<file path="src/rtl/match_scan_ctrl_if.sv">
// Bundle between the scan controller, its host, the lock-word BRAM and the external match comparator.
interface match_scan_ctrl_if #(
  parameter int unsigned WIDTH  = 16,
  parameter int unsigned ADDR_W = 6
);
  logic              start;
  logic [WIDTH-1:0]  key;
  logic [ADDR_W:0]   len;
  logic              busy;
  logic              done;
  logic              hit;
  logic [ADDR_W-1:0] hit_addr;
  logic              mem_en;
  logic [ADDR_W-1:0] mem_addr;
  logic [WIDTH-1:0]  mem_dout;
  logic [WIDTH-1:0]  cmp_lock;
  logic [WIDTH-1:0]  cmp_key;
  logic              cmp_match;

  // Controller side
  modport slave (
    input  start, key, len, mem_dout, cmp_match,
    output busy, done, hit, hit_addr, mem_en, mem_addr, cmp_lock, cmp_key
  );

  // Host / memory / comparator side
  modport master (
    output start, key, len, mem_dout, cmp_match,
    input  busy, done, hit, hit_addr, mem_en, mem_addr, cmp_lock, cmp_key
  );
endinterface

</file>
<file path="src/rtl/match_scan_ctrl.sv">
// Streams table addresses into a 1-cycle BRAM and reports the lowest address whose
// lock word matches the latched key, as judged by an external comparator.
module match_scan_ctrl #(
  parameter int unsigned WIDTH  = 16,
  parameter int unsigned DEPTH  = 64,
  parameter int unsigned ADDR_W = 6
) (
  input  logic             clk,
  input  logic             rst,
  match_scan_ctrl_if.slave bus
);

  localparam int unsigned LEN_W = ADDR_W + 1;

  typedef enum logic [1:0] {S_IDLE, S_SCAN, S_FIN} state_t;

  state_t            r_state;
  logic [WIDTH-1:0]  r_key;
  logic [LEN_W-1:0]  r_len;
  logic [LEN_W-1:0]  r_ra;
  logic [LEN_W-1:0]  r_ca;
  logic              r_vld;
  logic              r_busy;
  logic              r_done;
  logic              r_hit;
  logic [ADDR_W-1:0] r_hit_addr;
  logic              r_mem_en;
  logic [ADDR_W-1:0] r_mem_addr;

  logic [LEN_W-1:0]  w_len_in;
  logic              w_last;

  // Oversized lengths are clamped so the issue counter can never leave the table
  assign w_len_in = (bus.len > LEN_W'(DEPTH)) ? LEN_W'(DEPTH) : bus.len;
  assign w_last   = (r_ca == (r_len - LEN_W'(1)));

  always_ff @(posedge clk) begin
    if (rst) begin
      r_state    <= S_IDLE;
      r_key      <= '0;
      r_len      <= '0;
      r_ra       <= '0;
      r_ca       <= '0;
      r_vld      <= 1'b0;
      r_busy     <= 1'b0;
      r_done     <= 1'b0;
      r_hit      <= 1'b0;
      r_hit_addr <= '0;
      r_mem_en   <= 1'b0;
      r_mem_addr <= '0;
    end else begin
      case (r_state)
        S_IDLE: begin
          r_done   <= 1'b0;
          r_busy   <= 1'b0;
          r_vld    <= 1'b0;
          r_mem_en <= 1'b0;
          if (bus.start) begin
            r_key      <= bus.key;
            r_len      <= w_len_in;
            r_busy     <= 1'b1;
            r_ra       <= LEN_W'(1);
            r_mem_addr <= '0;
            if (w_len_in == '0) begin
              r_state    <= S_FIN;
              r_done     <= 1'b1;
              r_hit      <= 1'b0;
              r_hit_addr <= '0;
            end else begin
              // Address 0 goes out in the first SCAN cycle
              r_state  <= S_SCAN;
              r_mem_en <= 1'b1;
            end
          end
        end

        S_SCAN: begin
          r_vld <= r_mem_en;
          r_ca  <= LEN_W'(r_mem_addr);
          if (r_ra < r_len) begin
            r_mem_en   <= 1'b1;
            r_mem_addr <= ADDR_W'(r_ra);
            r_ra       <= r_ra + LEN_W'(1);
          end else begin
            r_mem_en <= 1'b0;
          end
          // Data arrives in address order, so the first match seen is the lowest
          if (r_vld && bus.cmp_match) begin
            r_state    <= S_FIN;
            r_done     <= 1'b1;
            r_hit      <= 1'b1;
            r_hit_addr <= ADDR_W'(r_ca);
            r_mem_en   <= 1'b0;
          end else if (r_vld && w_last) begin
            r_state    <= S_FIN;
            r_done     <= 1'b1;
            r_hit      <= 1'b0;
            r_hit_addr <= '0;
            r_mem_en   <= 1'b0;
          end
        end

        S_FIN: begin
          r_state  <= S_IDLE;
          r_done   <= 1'b0;
          r_busy   <= 1'b0;
          r_vld    <= 1'b0;
          r_mem_en <= 1'b0;
        end

        default: begin
          r_state  <= S_IDLE;
          r_done   <= 1'b0;
          r_busy   <= 1'b0;
          r_vld    <= 1'b0;
          r_mem_en <= 1'b0;
        end
      endcase
    end
  end

  assign bus.busy     = r_busy;
  assign bus.done     = r_done;
  assign bus.hit      = r_hit;
  assign bus.hit_addr = r_hit_addr;
  assign bus.mem_en   = r_mem_en;
  assign bus.mem_addr = r_mem_addr;
  assign bus.cmp_lock = bus.mem_dout;
  assign bus.cmp_key  = r_key;

endmodule

</file>
<file path="src/flat_wrapper.sv">
// flat-port wrapper written by rule: the top's interface ports become plain ports
module match_scan_ctrl_flat 
#(
  parameter int unsigned WIDTH  = 16,
  parameter int unsigned DEPTH  = 64,
  parameter int unsigned ADDR_W = 6
)
  (clk, rst, bus_start, bus_key, bus_len, bus_mem_dout, bus_cmp_match, bus_busy, bus_done, bus_hit, bus_hit_addr, bus_mem_en, bus_mem_addr, bus_cmp_lock, bus_cmp_key);
  match_scan_ctrl_if #(.WIDTH(WIDTH), .ADDR_W(ADDR_W)) bus_i ();
  input  logic clk;
  input  logic rst;
  input wire logic [$bits(bus_i.start)-1:0] bus_start;
  input wire logic [$bits(bus_i.key)-1:0] bus_key;
  input wire logic [$bits(bus_i.len)-1:0] bus_len;
  input wire logic [$bits(bus_i.mem_dout)-1:0] bus_mem_dout;
  input wire logic [$bits(bus_i.cmp_match)-1:0] bus_cmp_match;
  output wire logic [$bits(bus_i.busy)-1:0] bus_busy;
  output wire logic [$bits(bus_i.done)-1:0] bus_done;
  output wire logic [$bits(bus_i.hit)-1:0] bus_hit;
  output wire logic [$bits(bus_i.hit_addr)-1:0] bus_hit_addr;
  output wire logic [$bits(bus_i.mem_en)-1:0] bus_mem_en;
  output wire logic [$bits(bus_i.mem_addr)-1:0] bus_mem_addr;
  output wire logic [$bits(bus_i.cmp_lock)-1:0] bus_cmp_lock;
  output wire logic [$bits(bus_i.cmp_key)-1:0] bus_cmp_key;
  assign bus_i.start = bus_start;
  assign bus_i.key = bus_key;
  assign bus_i.len = bus_len;
  assign bus_i.mem_dout = bus_mem_dout;
  assign bus_i.cmp_match = bus_cmp_match;
  assign bus_busy = bus_i.busy;
  assign bus_done = bus_i.done;
  assign bus_hit = bus_i.hit;
  assign bus_hit_addr = bus_i.hit_addr;
  assign bus_mem_en = bus_i.mem_en;
  assign bus_mem_addr = bus_i.mem_addr;
  assign bus_cmp_lock = bus_i.cmp_lock;
  assign bus_cmp_key = bus_i.cmp_key;
  match_scan_ctrl #(.WIDTH(WIDTH), .DEPTH(DEPTH), .ADDR_W(ADDR_W)) u_core (.clk(clk), .rst(rst), .bus(bus_i));
endmodule
</file>
<file path="config.mk">
export PLATFORM = sky130hd
export DESIGN_NAME = match_scan_ctrl_flat
export DESIGN_NICKNAME = d
export VERILOG_FILES = /design/src/rtl/match_scan_ctrl_if.sv /design/src/rtl/match_scan_ctrl.sv /design/src/flat_wrapper.sv
export SDC_FILE = /design/constraint.sdc
export NUM_CORES = 1
export LEC_CHECK = 0
export BUFFER_PORTS_ARGS = -buffer_cell sky130_fd_sc_hd__buf_2
export CAP_MARGIN = 20
export CORE_UTILIZATION = 37
export CTS_CLUSTER_DIAMETER = 80
export DETAILED_ROUTE_END_ITERATION = 8
export PLACE_DENSITY = 0.67
export SYNTH_ARGS = -nofsm -noshare
export SYNTH_HDL_FRONTEND = slang
export SYNTH_SLANG_ARGS = --single-unit
</file>
<file path="constraint.sdc">
create_clock -name clk -period 5.95 [get_ports clk]
set_clock_uncertainty 0.1 [all_clocks]
set_input_delay 1.4875 -clock clk [delete_from_list [all_inputs] [get_ports clk]]
set_output_delay 1.4875 -clock clk [all_outputs]
set_load 0.01 [all_outputs]
</file>
== Word level (Yosys, flattened, before mapping) ==
Cells that the tools add are included.

* Word-level logic and storage cells: 68
* Output and inout port bits: 48
* Register bits after elaboration: 55
* Bits of input ports: 43

* Reductions and logical operators: 10
* Equal/unequal tests: 6
* $lt $le $gt $ge: 2
* Add/sub/neg operators: 2
* Bitwise logic cells: 1
* Mux-type cells: 35

{| class="wikitable"
|+ Operators with widths
! kind !! number
|-
| 6-bit two-way mux || 6
|-
| 6-bit one-hot mux with 2 select lines || 2
|-
| 7-bit two-way mux || 3
|-
| 1-bit two-way mux || 14
|-
| 7-bit one-hot mux with 2 select lines || 1
|-
| 2-bit two-way mux || 4
|-
| 1-bit one-hot mux with 2 select lines || 4
|-
| 7-bit by 1-bit adder with 7-bit output (second input constant) || 1
|-
| 6-bit by 7-bit == test with 1-bit output || 1
|-
| 7-bit > comparator (second input constant) || 1
|-
| 7-bit logical NOT || 1
|-
| 7-bit less-than comparator || 1
|-
| 7-bit by 1-bit subtractor with 7-bit output (second input constant) || 1
|-
| 2-bit by 1-bit != test with 1-bit output (second input constant) || 2
|-
| 2-bit one-hot mux with 2 select lines || 1
|-
| 2-bit AND reduction || 2
|-
| 4-bit AND reduction || 1
|-
| 3-bit by 1-bit != test with 1-bit output (second input constant) || 1
|-
| 3-bit AND reduction || 1
|-
| 2-bit by 1-bit == test with 1-bit output (second input constant) || 1
|-
| 1-bit logical AND || 2
|-
| 2-bit logical NOT || 1
|-
| 2-bit != test (second input constant) || 1
|-
| 2-bit nonzero test || 1
|-
| 2 further kinds || 2
|}

== Logic depth before layout (Yosys ltp) ==
* Word-level depth: 6
* Depth in mapped cells: 9
* Gate-level depth less buffers: 8

== Worst setup path before layout ==
Ideal clock, no wire load.

* Kind: input-to-output
* Start: input bus_mem_dout[0]
* End: output bus_cmp_lock[0]
* Arrival time: 1.607 ns
* Stages on the path: 1
* Data required time: 4.363 ns
* Path slack: 2.756 ns
* Path through: buf_4

{| class="wikitable"
|+ RTL lines
! what !! RTL line !! text
|-
| start, declared || flat_wrapper.sv:15 || <nowiki>input wire logic [$bits(bus_i.mem_dout)-1:0] bus_mem_dout;</nowiki>
|-
| end, declared || flat_wrapper.sv:23 || <nowiki>output wire logic [$bits(bus_i.cmp_lock)-1:0] bus_cmp_lock;</nowiki>
|}

No word-level cell between the ends.

== Final worst setup path ==
* Start: input bus_mem_dout[11]
* End: output bus_cmp_lock[11]

No word-level cell between the ends.

==> metrics.txt <==
Mapped Avg Cell Area 8.337 um^2; Critical R2R Capture u_core.r_ra[6]; Die X between 80 and 90 um; Port Buffers 58; period utilization 0.5168; global-route wire length before repair 9.880 mm; Post-DP HPWL 4.215 mm; Cell Rows 29; Post-synth top flop dfxtp_1; synthesized cell area about 2600 um^2; Pwr per Cell Area 271.1 nW/um^2; worst-margin pin slew 0.8800 ns; CTS tree built; TritonCTS Sinks 55; reg2reg start u_core.r_len[4]; initial core utilization 0.3928; antenna violations before repair 0; clk_lat worst skew 0.31 ns; MaxCap Viol Count 0; combinational family with the most area after synthesis simple AND/OR/NAND/NOR gates; CP endpoint kind primary output; Unique masters post-synth 39; R2R setup slack 3.54 ns; setup TNS 0 ns; commonest non-fill, non-tap cell in the layout nand2_1; DRC violations left 0; synth warn 0; DR vias 2243; Static Leak 1.166 nW; fin util 0.4429; htree depth 2; post-synthesis simple-gate area fraction 0.2310; gr usage total 0.1682; Core Box Area 6495 um^2; vias in the first global route 2151; Inserted Clock Buffers 5; CTS Hold Bufs 0; WL/cell 14.19 um; Root Buffer clkbuf_8; Total Wirelength about 5.9 mm; status finished, final reports clean; GR Overflow Total 0; largest buffer count on any clock path 2; Cells after DPL roughly 400; Synth top area share 0.4316; Syn Nets 357; initial DRC count 103; Slew HR 0.4134; maximum VDD drop 0.1529 mV; Die ar. 7231 um^2; setup bufs post-CTS 0; xor and xnor area share after synthesis 0.03433; Nets 392; Seq/Total Area, Yosys 0.4316; area leader, netlist dfxtp_1; Layout area overhead 12.75%; top cells by area, synth dfxtp_1, a21oi_1, nand2_1; Final Hold Violating Endpoints 0; GPL Wtd Cong 0.8569; Post-synth EDFFs 0; post-cts gate resize count 0; post-synthesis compound-gate area fraction 0.1785; Finished Layout Cells approximately 420; worst hold endpoint u_core.r_len[6]; critical path peak fanout 1; Seq cells post-synth 55; Ports 91; post-synthesis mux area share 0.003923; RSZ-0062 raised after global routing false; Min-Delay Path Depth 2; Synth Area in Adders 0.03923; ANT nets after route 0; Antenna diodes 0; Tmin final 3.075 ns; max frequency 325.2 MHz; Initial DRT Pass Iterations 4; critical path startpoint category input pin; DR vias/cell around 5.4; hold wc startpoint u_core.r_len[6]; HP Class reg -> reg; largest net degree at the start of global routing 51; final slew viol count 0; Clock transition at path regs 0.10 ns; Final setup viols 0; Die H 85.04 um; Worst Path Required 4.36 ns; most frequent cells in the layout nand2_1, buf_2, dfxtp_1, a21oi_1, nand3b_1; cells after synthesis 306; share of cells above drive strength 1 0.2135; Worst R2R Path Depth 8; ys async rst share 0; Worst Path Arrival 1.49 ns; CP Class in -> out
layer usage:
metal	up-vias	part of all wire	GRT usage
met5	-	0	0
met4	0	0.012	0.05239
met3	8	0.075	0.04183
met2	79	0.43	0.2713
met1	1048	0.48	0.2218
li1	1108	-	-
cell type report:
| type | count | area [um^2] |
|---|---|---|
| sequential | 55 | 1101 |
| timing repair buffer | 59 | 297.8 |
| clock buffer | 5 | 68.82 |
| inverter | 7 | 26.28 |
| clock inverter | 3 | 43.79 |
| tap | 77 | 96.34 |
| fill | 655 | 3618 |
| multi-input combinational | 213 | 1242 |
kinds of logic after synthesis:
| kind of cell | after synthesis |
|---|---|
| simple gates | 117 |
| mux | 1 |
| xor+xnor | 10 |
| fa+ha+maj | 8 |
| compound gates | 77 |
| buf+inv | 38 |
| flops | 55 |
report_power, final:
part           switching (W)  internal, W  total [W]
sequential         0.0000140     0.000386   0.000400
combinational      0.0000818    0.0000463   0.000128
clock               0.000126     0.000126   0.000252
flip-flops by register name, summed over array words and instances (netlist names):
| signal | flops |
|---|---|
| u_core.bus.busy | 1 |
| u_core.bus.done | 1 |
| u_core.bus.hit | 1 |
| u_core.bus.hit_addr | 6 |
| u_core.bus.cmp_key | 16 |
| u_core.r_len | 7 |
| u_core.r_ra | 7 |
| u_core.r_ca | 6 |
| u_core.bus.mem_addr | 6 |
| u_core.bus.mem_en | 1 |
| u_core.r_state | 2 |
| u_core.r_vld | 1 |
cell usage after synthesis, drive strengths merged, types with 2 or more instances:
cell type	number
inv	7
or3	4
nor2	4
dfxtp	55
nand3b	13
a21o	3
ha	8
buf	18
nand3	11
xor2	4
a211oi	3
nor3	3
clkbuf	13
or4	2
nand2	62
nor2b	2
o21ai	8
nand2b	5
nor3b	3
o21a	2
and3	2
nand4	3
xnor2	6
a22oi	6
a21oi	50
metrics by stage:
stage          cell area (um^2)  setup slack [ns]  hold slack (ns)  total power [W]
4_1_cts                    2877             2.875           0.3609        0.0007847
3_3_place_gp               2764             2.720           0.3392        0.0005333
3_5_place_dp               2764             2.690           0.3457        0.0005367
6_report                   2877             2.875           0.3588        0.0007797
2_1_floorplan              2551             2.756           0.3363        0.0005059
5_1_grt                    2877             2.875           0.3722        0.0008194
worst min-delay path, cell delays in order (launching register included):
cell and delay (ns):
dfxtp_1 0.32, nand2_1 0.05, a21oi_1 0.05
worst max path at each step:
stage	slack, ns	startpoint	depth (start not counted)	endpoint
global route	2.87	bus_mem_dout[11]	0	bus_cmp_lock[11]
global placement	2.72	bus_len[2]	6	u_core.bus.hit_addr[1]
finish	2.87	bus_mem_dout[11]	0	bus_cmp_lock[11]
CTS	2.87	bus_mem_dout[11]	0	bus_cmp_lock[11]
floorplan	2.76	bus_mem_dout[0]	1	bus_cmp_lock[0]
detailed placement	2.69	bus_len[2]	6	u_core.bus.hit_addr[3]
(Power assumes the default switching activity.)
